[src/rtl/io_pkg.sv]
// Shared definitions for the CPU I/O controller: data width, debounce default and FSM encoding.
package io_pkg;

  localparam int unsigned DATA_W           = 32;
  localparam int unsigned SW_W_DEFAULT     = 10;
  localparam int unsigned DEBOUNCE_DEFAULT = 1000000;

  typedef enum logic [1:0] {
    ST_IDLE         = 2'd0,
    ST_WAIT_PRESS   = 2'd1,
    ST_WAIT_RELEASE = 2'd2,
    ST_DONE         = 2'd3
  } io_state_e;

endpackage

[src/rtl/io_controller_key_debouncer.sv]
// Confirm-key conditioning: 2-flop synchronizer, consecutive-cycle debounce and press pulse.
module key_debouncer
  import io_pkg::*;
#(
  parameter int unsigned DEBOUNCE_CYCLES = DEBOUNCE_DEFAULT
) (
  input  logic clk,
  input  logic rst,
  input  logic key_n_i,
  output logic pressed_o,
  output logic press_o
);

  localparam int unsigned CNT_W = (DEBOUNCE_CYCLES > 1) ? $clog2(DEBOUNCE_CYCLES) : 1;
  localparam logic [CNT_W-1:0] CNT_LAST = CNT_W'(DEBOUNCE_CYCLES - 1);

  logic [1:0]       sync_q;
  logic             level_q, level_d;
  logic [CNT_W-1:0] cnt_q, cnt_d;
  logic             press_q, press_d;
  logic             key_sync;

  assign key_sync = sync_q[1];

  // The counter tracks consecutive cycles of disagreement and clears on
  // agreement or on acceptance, so it tops out at the threshold and never wraps.
  always_comb begin
    level_d = level_q;
    cnt_d   = '0;
    press_d = 1'b0;
    if (key_sync != level_q) begin
      if (cnt_q == CNT_LAST) begin
        level_d = key_sync;
        press_d = ~key_sync;
      end else begin
        cnt_d = cnt_q + CNT_W'(1);
      end
    end
  end

  always_ff @(posedge clk) begin
    if (rst) begin
      sync_q  <= 2'b11;
      level_q <= 1'b1;
      cnt_q   <= '0;
      press_q <= 1'b0;
    end else begin
      sync_q  <= {sync_q[0], key_n_i};
      level_q <= level_d;
      cnt_q   <= cnt_d;
      press_q <= press_d;
    end
  end

  assign pressed_o = ~level_q;
  assign press_o   = press_q;

endmodule

[src/rtl/io_controller.sv]
// CPU I/O instruction handler: display writes complete at once, switch reads stall until key confirm.
module io_controller
  import io_pkg::*;
#(
  parameter int unsigned DEBOUNCE_CYCLES = DEBOUNCE_DEFAULT,
  parameter int unsigned SW_WIDTH        = SW_W_DEFAULT
) (
  input  logic                clk,
  input  logic                rst,
  input  logic                io_en,
  input  logic                io_sel,
  input  logic [DATA_W-1:0]   cpu_wdata,
  input  logic [SW_WIDTH-1:0] switches,
  input  logic                key_n,
  output logic [DATA_W-1:0]   cpu_rdata,
  output logic                stall,
  output logic [DATA_W-1:0]   display_value,
  output logic                waiting
);

  io_state_e           state_q, state_d;
  logic [DATA_W-1:0]   rdata_q, rdata_d;
  logic [DATA_W-1:0]   disp_q, disp_d;
  logic [SW_WIDTH-1:0] sw_meta_q, sw_sync_q;
  logic                key_pressed;
  logic                key_press;

  key_debouncer #(
    .DEBOUNCE_CYCLES(DEBOUNCE_CYCLES)
  ) u_key_debouncer (
    .clk      (clk),
    .rst      (rst),
    .key_n_i  (key_n),
    .pressed_o(key_pressed),
    .press_o  (key_press)
  );

  always_comb begin
    state_d = state_q;
    rdata_d = rdata_q;
    disp_d  = disp_q;
    case (state_q)
      ST_IDLE: begin
        if (io_en && io_sel) begin
          state_d = ST_WAIT_PRESS;
        end else if (io_en) begin
          disp_d = cpu_wdata;
        end
      end
      ST_WAIT_PRESS: begin
        if (key_press) begin
          rdata_d = DATA_W'(sw_sync_q);
          state_d = ST_WAIT_RELEASE;
        end
      end
      ST_WAIT_RELEASE: begin
        if (!key_pressed) begin
          state_d = ST_DONE;
        end
      end
      ST_DONE: state_d = ST_IDLE;
      default: state_d = ST_IDLE;
    endcase
  end

  always_ff @(posedge clk) begin
    if (rst) begin
      state_q   <= ST_IDLE;
      rdata_q   <= '0;
      disp_q    <= '0;
      sw_meta_q <= '0;
      sw_sync_q <= '0;
    end else begin
      state_q   <= state_d;
      rdata_q   <= rdata_d;
      disp_q    <= disp_d;
      sw_meta_q <= switches;
      sw_sync_q <= sw_meta_q;
    end
  end

  // Busy states are masked during reset so the pipeline is released at once;
  // a fresh read request in IDLE still stalls.
  assign stall   = ((state_q == ST_IDLE) && io_en && io_sel) ||
                   (!rst && ((state_q == ST_WAIT_PRESS) || (state_q == ST_WAIT_RELEASE)));
  assign waiting = !rst && (state_q == ST_WAIT_PRESS);

  assign cpu_rdata     = rdata_q;
  assign display_value = disp_q;

endmodule
[config.mk]
export PLATFORM = sky130hd
export DESIGN_NAME = io_controller
export DESIGN_NICKNAME = d
export VERILOG_FILES = /design/src/rtl/io_pkg.sv /design/src/rtl/io_controller_key_debouncer.sv /design/src/rtl/io_controller.sv
export SDC_FILE = /design/constraint.sdc
export NUM_CORES = 1
export LEC_CHECK = 0
export ABC_CLOCK_PERIOD_IN_PS = 2100
export CAP_MARGIN = 5
export CORE_ASPECT_RATIO = 0.5
export CORE_MARGIN = 3
export CORE_UTILIZATION = 45
export DETAILED_ROUTE_END_ITERATION = 8
export PLACE_DENSITY = 0.82
export SYNTH_ARGS = -nofsm -noshare
export SYNTH_HDL_FRONTEND = slang
export SYNTH_SLANG_ARGS = --single-unit
[constraint.sdc]
create_clock -name clk -period 2.1 [get_ports clk]
set_input_delay 0.42 -clock clk [delete_from_list [all_inputs] [get_ports clk]]
set_output_delay 0.42 -clock clk [all_outputs]
set_load 0.005 [all_outputs]
==> metrics.cfg, run 1 <==
[power_and_ir_drop]
seqPwrFrac=0.450
p_sw_frac=0.244
p_clk_frac=0.383
switchingPower_mw=0.995
p_leak_nw=1.63
finalPower_mw=4.08
p_int_mw=3.09
pwr-share-comb=0.167
power.density_mw_per_mm2=893
peakVddDrop_v=0.000415

[global_route]
grt_pass1_vias=2500
grt_pass1_wl_um=11500
grt.total_usage=0.171
grt_max_degree=51
overflow=0
antenna_found_initial=0

[cts]
post_cts_buffers=0
cts.path.max_buffers=2
cts_resized=1
h-tree-depth=3
cts.sink_count=88
clk_latency_ns=0.34
cts_buffers=9
cts-root-buf=clkbuf_16
cts_tree=done
clkSlewWorstSetupHoldPaths_ns=0.06
cts_hold_buf=0

[logic_synthesis]
yosys.area.top_type=dfxtp_1
avgSynthCellArea_um2=8.58
post-synth-top-count-cell=nand2_1
yosys-top-cells-area=dfxtp_1 (53%), nand2_1 (10%), a21oi_1 (7.2%)
ys_seq_area_frac=0.527
synth_top_area_share=0.527
ys.flop_type=dfxtp_1
synth.distinct_cells=33
yosysWarnings=0
synthTopCellsByCount=nand2_1 (93), dfxtp_1 (88), a21oi_1 (48), nor2_1 (24), buf_4 (22)
synth_edf_count=0
netlist_area_mm2=0.00335
netlist_instances=390
async_flop_share=0
yosys_register_bits=88

[detailed_routing]
routed_wirelength_um=7150
ant_nets=0
drc=0
first_pass_iters=4
routedWlPerCell_um=12.4
drt_iter0_drc=116
vias=2699
via_per_inst=4.68

[floorplan]
die_x_um=128
core_area_mm2=0.00694
dieArea_mm2=0.00857
ioPinCount=113
rows=21
start_util=0.482
die_h_um=67.0

[timing]
worst_pin_slew_ns=0.590
drv_slew=0
min_period_over_period=0.949
fmax_mhz=502
post-route-min-period_ns=1.99
clock_skew_ns=0.00963
setup_viol=0
fin_ws_ns=0.108
slew_headroom=0.606
hold_viol_final=0

[finish]
finalInstanceArea_mm2=0.00457
drive_gt1_frac=0.0742
diodes=0
nets=531
areaGrowthSynthToFinish_pct=36.6
final_cells=577

[place]
port_buffers=90
dp.cells=561
pre_cts_ws_ns=0.0177
dp_hpwl_um=5060
gp_congestion=0.741
dpl-instance-area_mm2=0.00425

[worst_setup_path]
crit_slowest_cell=clkdlybuf4s50_1
crit_path_start_kind=flip-flop
critPathCaptureType=output pin
crit_chain=inv_1 -> ha_4 -> nor2b_2 -> clkdlybuf4s50_1
worstPathRequired_ns=1.68
worstSetupPathType=reg -> out
critical-path-max-stage-delay_ns=0.50
cp_max_fo=4
critPathArrivalTime_ns=1.57

[min_path]
holdCritPathClass=reg -> reg

[outcome]
outcome=finished, final reports clean

[job]
drv_cap=0

## through the flow
stage                     TNS [ns]  hold slack [ns]   util
after floorplan                  0            0.389      -
after global placement           0            0.397  0.613
after detailed placement         0            0.398  0.613
after CTS                        0            0.431  0.656
after global routing       -0.0116            0.431  0.659
final                            0            0.422  0.659
## state kept, by name (all words and copies together) (netlist names)
| register | count |
|---|---|
| display_value | 32 |
| u_key_debouncer.sync_q | 2 |
| cpu_rdata | 10 |
| sw_meta_q | 10 |
| u_key_debouncer.level_q | 1 |
| state_q | 2 |
| u_key_debouncer.cnt_q | 20 |
| sw_sync_q | 10 |
| u_key_debouncer.press_o | 1 |
## critical path: cells and delay by family (launching register included)
family                     cells  cell delay (ns)
buffers and inverters          2             0.61
adders and majority gates      1             0.15
and+or+nand+nor                1             0.14
DFF                            1             0.34
## routing by layer
layer / wire length [um] / share of wire / global-route usage
met4: 60 / 0.0084 / 0.0542
met1: 3060 / 0.43 / 0.193
met3: 416 / 0.058 / 0.0544
met5: 0 / 0 / 0
met2: 3620 / 0.51 / 0.309
## power by group through the flow
stage | registers, mW | clock network (mW) | logic [mW]
floorplan | 1.87 | 0 | 0.363
global placement | 1.86 | 0 | 0.663
detailed placement | 1.87 | 0 | 0.677
CTS | 1.83 | 1.60 | 0.673
global route | 1.85 | 1.67 | 0.768
finish | 1.83 | 1.56 | 0.682
## logic make-up (layout without fill, tap and decap cells)
| group | count (synthesis) | in the layout | synth area share |
|---|---|---|---|
| XOR/XNOR | 13 | 13 | 0.0340 |
| buffers and inverters | 50 | 124 | 0.0853 |
| AND/OR/NAND/NOR | 174 | 174 | 0.240 |
| multiplexers | 2 | 2 | 0.00598 |
| flip-flops | 88 | 88 | 0.527 |
| AO/OA/AOI/OAI | 58 | 58 | 0.0916 |
| adder cells (fa/ha/maj) | 4 | 4 | 0.0150 |
| other | 1 | 22 | 0.00112 |
## final cells by class
class,instances,area (um2)
multi-input cells,273,1400
flip-flops and latches,88,1760
repair buffers,99,962
well taps,92,115
inverters,9,33.8
clock buffers,11,243
fillers,553,2360
clock inverters,5,56.3
## final timing paths
path                        startpoint                        end  slack, ns  cells after the start
max                         state_q[1]                    waiting       0.11                      4
min          u_key_debouncer.sync_q[0]  u_key_debouncer.sync_q[1]       0.42                      1
max reg2reg  u_key_debouncer.cnt_q[11]   u_key_debouncer.cnt_q[9]       0.17                      5
min reg2reg  u_key_debouncer.sync_q[0]  u_key_debouncer.sync_q[1]       0.42                      1
## layout by cell type (no fill, tap or decap), types with 2 or more instances in the layout
| cell | count |
|---|---|
| a21oi_1 | 48 |
| buf_4 | 9 |
| clkbuf_16 | 9 |
| clkdlybuf4s50_1 | 88 |
| clkinv_2 | 2 |
| conb_1 | 22 |
| dfxtp_1 | 88 |
| ha_1 | 3 |
| inv_1 | 9 |
| mux2i_1 | 2 |
| nand2_1 | 93 |
| nand3_1 | 8 |
| nand4_1 | 4 |
| nor2_1 | 23 |
| nor2b_1 | 20 |
| nor3_1 | 3 |
| nor4_1 | 2 |
| o21ai_0 | 5 |
| o31ai_1 | 2 |
| or2_2 | 4 |
| or3_1 | 4 |
| or4_1 | 3 |
| xnor2_1 | 10 |
| xor2_1 | 3 |
Power figures use the tool's default switching activity.
==> inputs of run 2 (changes only) <==
--- a/config.mk
+++ b/config.mk
@@ -11,7 +11,7 @@
 export CORE_MARGIN = 3
 export CORE_UTILIZATION = 45
 export DETAILED_ROUTE_END_ITERATION = 8
-export PLACE_DENSITY = 0.82
+export PLACE_DENSITY = 0.79
 export SYNTH_ARGS = -nofsm -noshare
 export SYNTH_HDL_FRONTEND = slang
 export SYNTH_SLANG_ARGS = --single-unit
==> metrics.cfg, run 2 (same netlist as run 1, synthesis figures left out) <==
[timing]
setup_tns_ns=0  ; unchanged
worst_pin_slew_ns=0.629  ; +0.0383 ns
post-route-min-period_ns=1.99  ; +0.00126 ns
setup_viol=0  ; unchanged
slew_headroom=0.581  ; -0.0255
clock_skew_ns=0.00453  ; -0.00510 ns
min_period_over_period=0.949  ; about the same
rsz0062_at_grt=no
drv_slew=0  ; unchanged
fmax_mhz=502  ; about the same
hold_viol_final=0  ; unchanged

[detailed_routing]
ant_nets=0  ; unchanged
routedWlPerCell_um=12.3  ; -1.0%
drt_iter0_drc=163  ; +41%
vias=2719  ; +0.74%
first_pass_iters=5  ; +1
via_per_inst=4.72  ; +0.92%
drc=0  ; unchanged
routed_wirelength_um=7060  ; -1.2%

[finish]
multi_input_area_mm2=0.00138  ; -1.3%
nets=530  ; -0.19%
fin_util=0.659  ; about the same
areaGrowthSynthToFinish_pct=36.5  ; about the same
fillers=608  ; +9.9%
final_cells=576  ; -0.17%
layout_common_cells=nand2_1 (93), dfxtp_1 (88), clkdlybuf4s50_1 (88)
diodes=0  ; unchanged
drive_gt1_frac=0.0702  ; -0.00398
final-seq-area_mm2=0.00176  ; unchanged
final_common_cell=nand2_1
largest_reg_flops=32  ; unchanged
finalInstanceArea_mm2=0.00457  ; about the same

[global_route]
antenna_found_initial=0  ; unchanged
grt_pass1_vias=2454  ; -1.8%
grt.total_usage=0.171  ; +0.000641
grt_pass1_wl_um=11600  ; +0.36%
grt_max_degree=47  ; -7.8%
overflow=0  ; unchanged

[cts]
cts_hold_buf=0  ; unchanged
cts-root-buf=clkbuf_16
cts_tree=done
cts.sink_count=88  ; unchanged
cts_buffers=9  ; unchanged
cts.path.max_buffers=2  ; unchanged
h-tree-depth=3  ; unchanged
clkSlewWorstSetupHoldPaths_ns=0.06  ; about the same
post_cts_buffers=0  ; unchanged
clk_latency_ns=0.33  ; about the same

[place]
gp_congestion=0.786  ; +6.1%
dp.cells=560  ; -0.18%
dpl-instance-area_mm2=0.00426  ; +0.12%
dp_hpwl_um=5100  ; +0.78%
port_buffers=90  ; unchanged

[worst_setup_path]
worstSetupPathType=reg -> out
cp_max_fo=4  ; unchanged
r2r_cells=5  ; unchanged
reg2reg_setup_slack_ns=0.15  ; -0.02 ns
worstPathRequired_ns=1.68  ; about the same
crit_path_start_kind=flip-flop
critPathArrivalTime_ns=1.57  ; about the same
critPathCaptureType=output pin

[job]
drv_cap=0  ; unchanged

[floorplan]
core_area_mm2=0.00694  ; unchanged
die_h_um=67.0  ; unchanged
rows=21  ; unchanged
die_x_um=128  ; unchanged
start_util=0.482  ; unchanged
dieArea_mm2=0.00857  ; unchanged
ioPinCount=113  ; unchanged

[power_and_ir_drop]
p_leak_nw=1.63  ; -0.25%
finalPower_mw=4.10  ; +0.53%
power.density_mw_per_mm2=898  ; +0.61%
peakVddDrop_v=0.000452  ; +8.9%

[min_path]
holdCritPathClass=reg -> reg
hold_depth=1  ; unchanged

[outcome]
outcome=finished, final reports clean

-- run 2: layout make-up --
| class | instances | area share |
|---|---|---|
| Sequential cell | 88 | 0.386 |
| Multi-Input combinational cell | 273 | 0.303 |
| Timing Repair Buffer | 98 | 0.212 |
| Tap cell | 92 | 0.0252 |
| Clock inverter | 5 | 0.0121 |
| Inverter | 9 | 0.00740 |
| Clock buffer | 11 | 0.0553 |
-- run 2: stage by stage --
step	setup slack, ns	hold WS [ns]
after floorplan	0.260	0.389
after global placement	0.0954	0.398
after detailed placement	0.0827	0.402
after CTS	0.0690	0.418
after global routing	0.0133	0.424
final	0.107	0.413
-- run 2: report_power, final --
part,switching (mW),internal [mW]
registers,0.0514,1.78
logic,0.320,0.361
clock network,0.612,0.981
-- run 2: final timing paths --
| check | startpoint | to |
|---|---|---|
| setup / recovery | state_q[1] | waiting |
| hold / removal | u_key_debouncer.sync_q[0] | u_key_debouncer.sync_q[1] |
| setup reg to reg | u_key_debouncer.cnt_q[12] | u_key_debouncer.cnt_q[2] |
| hold reg to reg | u_key_debouncer.sync_q[0] | u_key_debouncer.sync_q[1] |
-- run 2: critical path: stages (launching register included) --
cell and delay [ns]:
dfxtp_1 0.32, inv_1 0.08, ha_2 0.19, nor2b_1 0.13, clkdlybuf4s50_1 0.52
-- run 2: repair_timing --
item	CTS	global route
gates resized for setup	1	1
cloned	0	0
endpoints found under the setup margin	1	1
-- run 2: routing by layer --
layer,share of wire,wire (um),GRT usage
met5,0,0,0
met4,0.013,93,0.0675
met3,0.059,420,0.0528
met2,0.48,3420,0.289
met1,0.44,3130,0.207
==> inputs of run 3 (changes only) <==
--- a/config.mk
+++ b/config.mk
@@ -5,13 +5,14 @@
 export SDC_FILE = /design/constraint.sdc
 export NUM_CORES = 1
 export LEC_CHECK = 0
+export ABC_AREA = 1
 export ABC_CLOCK_PERIOD_IN_PS = 2100
 export CAP_MARGIN = 5
 export CORE_ASPECT_RATIO = 0.5
 export CORE_MARGIN = 3
-export CORE_UTILIZATION = 45
+export CORE_UTILIZATION = 46
 export DETAILED_ROUTE_END_ITERATION = 8
-export PLACE_DENSITY = 0.79
+export PLACE_DENSITY = 0.8
 export SYNTH_ARGS = -nofsm -noshare
 export SYNTH_HDL_FRONTEND = slang
 export SYNTH_SLANG_ARGS = --single-unit
==> metrics.cfg, run 3 <==
[outcome]
outcome=finished, final reports clean

[detailed_routing]
via_per_inst=4.57  ; -3.2%
first_pass_iters=4  ; -1
routed_wirelength_um=7680  ; +8.7%
ant_nets=0  ; unchanged
drc=0  ; unchanged
vias=2943  ; +8.2%
drt_iter0_drc=164  ; +0.61%
routedWlPerCell_um=11.9  ; -2.8%

[finish]
final_cells=644  ; +12%
nets=598  ; +13%
diodes=0  ; unchanged
areaGrowthSynthToFinish_pct=33.7
layout_common_cells=nor2_1 (141), clkdlybuf4s50_1 (89), dfxtp_1 (88)
largest_reg_flops=32  ; unchanged
final_common_cell=nor2_1
finalInstanceArea_mm2=0.00468  ; +2.4%
fillers=608  ; unchanged
drive_gt1_frac=0.0652  ; -0.00503

[floorplan]
rows=21  ; unchanged
core_area_mm2=0.00702  ; +1.1%
ioPinCount=113  ; unchanged
die_x_um=129  ; +1.1%
dieArea_mm2=0.00876  ; +2.2%
die_h_um=67.7  ; +1.1%
start_util=0.499  ; +0.0167

[cts]
clk_latency_ns=0.34  ; about the same
cts_tree=done
clkSlewWorstSetupHoldPaths_ns=0.06  ; about the same
cts-root-buf=clkbuf_16
h-tree-depth=3  ; unchanged
cts_buffers=9  ; unchanged
cts_hold_buf=0  ; unchanged
cts.path.max_buffers=2  ; unchanged
post_cts_buffers=0  ; unchanged
cts.sink_count=88  ; unchanged

[logic_synthesis]
netlist_instances=457  ; +17%
ys.flop_type=dfxtp_1
yosys.area.top_type=dfxtp_1
synthTopCellsByCount=nor2_1 (141), dfxtp_1 (88), nand2_1 (46), inv_1 (43), o21ai_0 (39)
synth.distinct_cells=29  ; -12%
yosys-top-cells-area=dfxtp_1 (50%), nor2_1 (15%), o21ai_0 (5.6%)
yosys_register_bits=88  ; unchanged
yosysWarnings=0  ; unchanged
synth_edf_count=0  ; unchanged
synth_top_area_share=0.503  ; -0.0233
netlist_area_mm2=0.00350  ; +4.6%
avgSynthCellArea_um2=7.66  ; -11%
ys_seq_area_frac=0.503  ; -0.0233
async_flop_share=0  ; unchanged
post-synth-top-count-cell=nor2_1

[worst_setup_path]
critPathCaptureType=output pin
critPathArrivalTime_ns=1.59  ; +0.02 ns
worstSetupPathType=in -> out
cp_max_fo=2  ; -2
crit_path_start_kind=primary input
worstPathRequired_ns=1.68  ; about the same

[power_and_ir_drop]
peakVddDrop_v=0.000486  ; +7.4%
p_sw_frac=0.253  ; +0.0129
seqPwrFrac=0.451  ; +0.005
power.density_mw_per_mm2=891  ; -0.81%
pwr-share-comb=0.178  ; +0.012
p_leak_nw=1.93  ; +18%
p_int_mw=3.12  ; -0.12%
p_clk_frac=0.372  ; -0.016
switchingPower_mw=1.05  ; +7.1%

[timing]
drv_slew=0  ; unchanged
setup_tns_ns=0  ; unchanged
min_period_over_period=0.958  ; +0.00860
rsz0062_at_grt=no
post-route-min-period_ns=2.01  ; +0.0181 ns
hold_viol_final=0  ; unchanged
setup_viol=0  ; unchanged
fmax_mhz=497  ; -0.90%
clock_skew_ns=0.00592  ; +0.00139 ns

[place]
port_buffers=90  ; unchanged
dp_hpwl_um=5420  ; +6.4%
dp.cells=628  ; +12%
dpl-instance-area_mm2=0.00439  ; +3.0%
gp_congestion=0.852  ; +8.4%

[global_route]
grt.total_usage=0.180  ; +0.00907
grt_pass1_vias=2738  ; +12%
antenna_found_initial=0  ; unchanged
grt_pass1_wl_um=12300  ; +6.3%
overflow=0  ; unchanged
grt_max_degree=46  ; -2.1%

[min_path]
holdCritPathClass=reg -> reg

[job]
drv_cap=0  ; unchanged

run 3: per-layer routing:
metal | GRT usage | vias to the layer above | part of all wire
met5 | 0 | - | 0
met4 | 0.0746 | 0 | 0.019
met3 | 0.0790 | 13 | 0.070
met2 | 0.303 | 67 | 0.47
met1 | 0.204 | 1326 | 0.44
li1 | - | 1537 | -
run 3: final timing paths:
kind,start,endpoint,slack (ns),depth (start not counted)
max,rst,waiting,0.09,4
min,sw_meta_q[9],sw_sync_q[9],0.40,2
max reg2reg,state_q[1],cpu_rdata[3],0.47,6
min reg2reg,sw_meta_q[9],sw_sync_q[9],0.40,2
run 3: area by class of cell:
type / instances / area [um2] / share of cell area
Clock inverter: 3 / 23.8 / 0.00508
Timing Repair Buffer: 96 / 945 / 0.202
Tap cell: 92 / 115 / 0.0246
Sequential cell: 88 / 1760 / 0.376
Clock buffer: 13 / 270 / 0.0578
Inverter: 46 / 173 / 0.0369
Multi-Input combinational cell: 306 / 1390 / 0.297
run 3: stage by stage:
stage,power (mW),util,setup slack (ns),hold WS [ns]
6_report,4.17,0.667,0.0886,0.402
5_1_grt,4.37,0.667,0.0301,0.404
4_1_cts,4.21,0.667,0.0810,0.405
3_5_place_dp,2.66,0.625,0.0354,0.395
3_3_place_gp,2.64,0.625,0.0266,0.389
2_1_floorplan,2.28,-,0.811,0.388
run 3: critical path: stages:
cell and delay [ns]:
clkdlybuf4s50_1 0.43, buf_4 0.15, nor2_1 0.09, clkdlybuf4s50_1 0.50
run 3: power by group through the flow:
stage	clock network, mW	registers, mW	logic, mW
2_1_floorplan	0	1.92	0.358
3_3_place_gp	0	1.91	0.739
3_5_place_dp	0	1.91	0.750
4_1_cts	1.58	1.88	0.749
5_1_grt	1.64	1.89	0.834
6_report	1.55	1.88	0.740
run 3: cells by family (layout without fill, tap and decap cells):
| logic type | count (synthesis) | in the layout | share of synthesized area |
|---|---|---|---|
| other | 1 | 22 | 0.00107 |
| AO/OA/AOI/OAI | 55 | 55 | 0.0822 |
| AND/OR/NAND/NOR | 214 | 214 | 0.250 |
| XOR/XNOR | 11 | 11 | 0.0275 |
| flip-flops | 88 | 88 | 0.503 |
| adder cells (fa/ha/maj) | 4 | 4 | 0.0143 |
| buffers and inverters | 84 | 158 | 0.122 |
run 3: repair_timing:
action,in CTS,in global routing
endpoints found under the setup margin,1,0
endpoints found under the hold margin,0,0
gates resized for setup,1,0
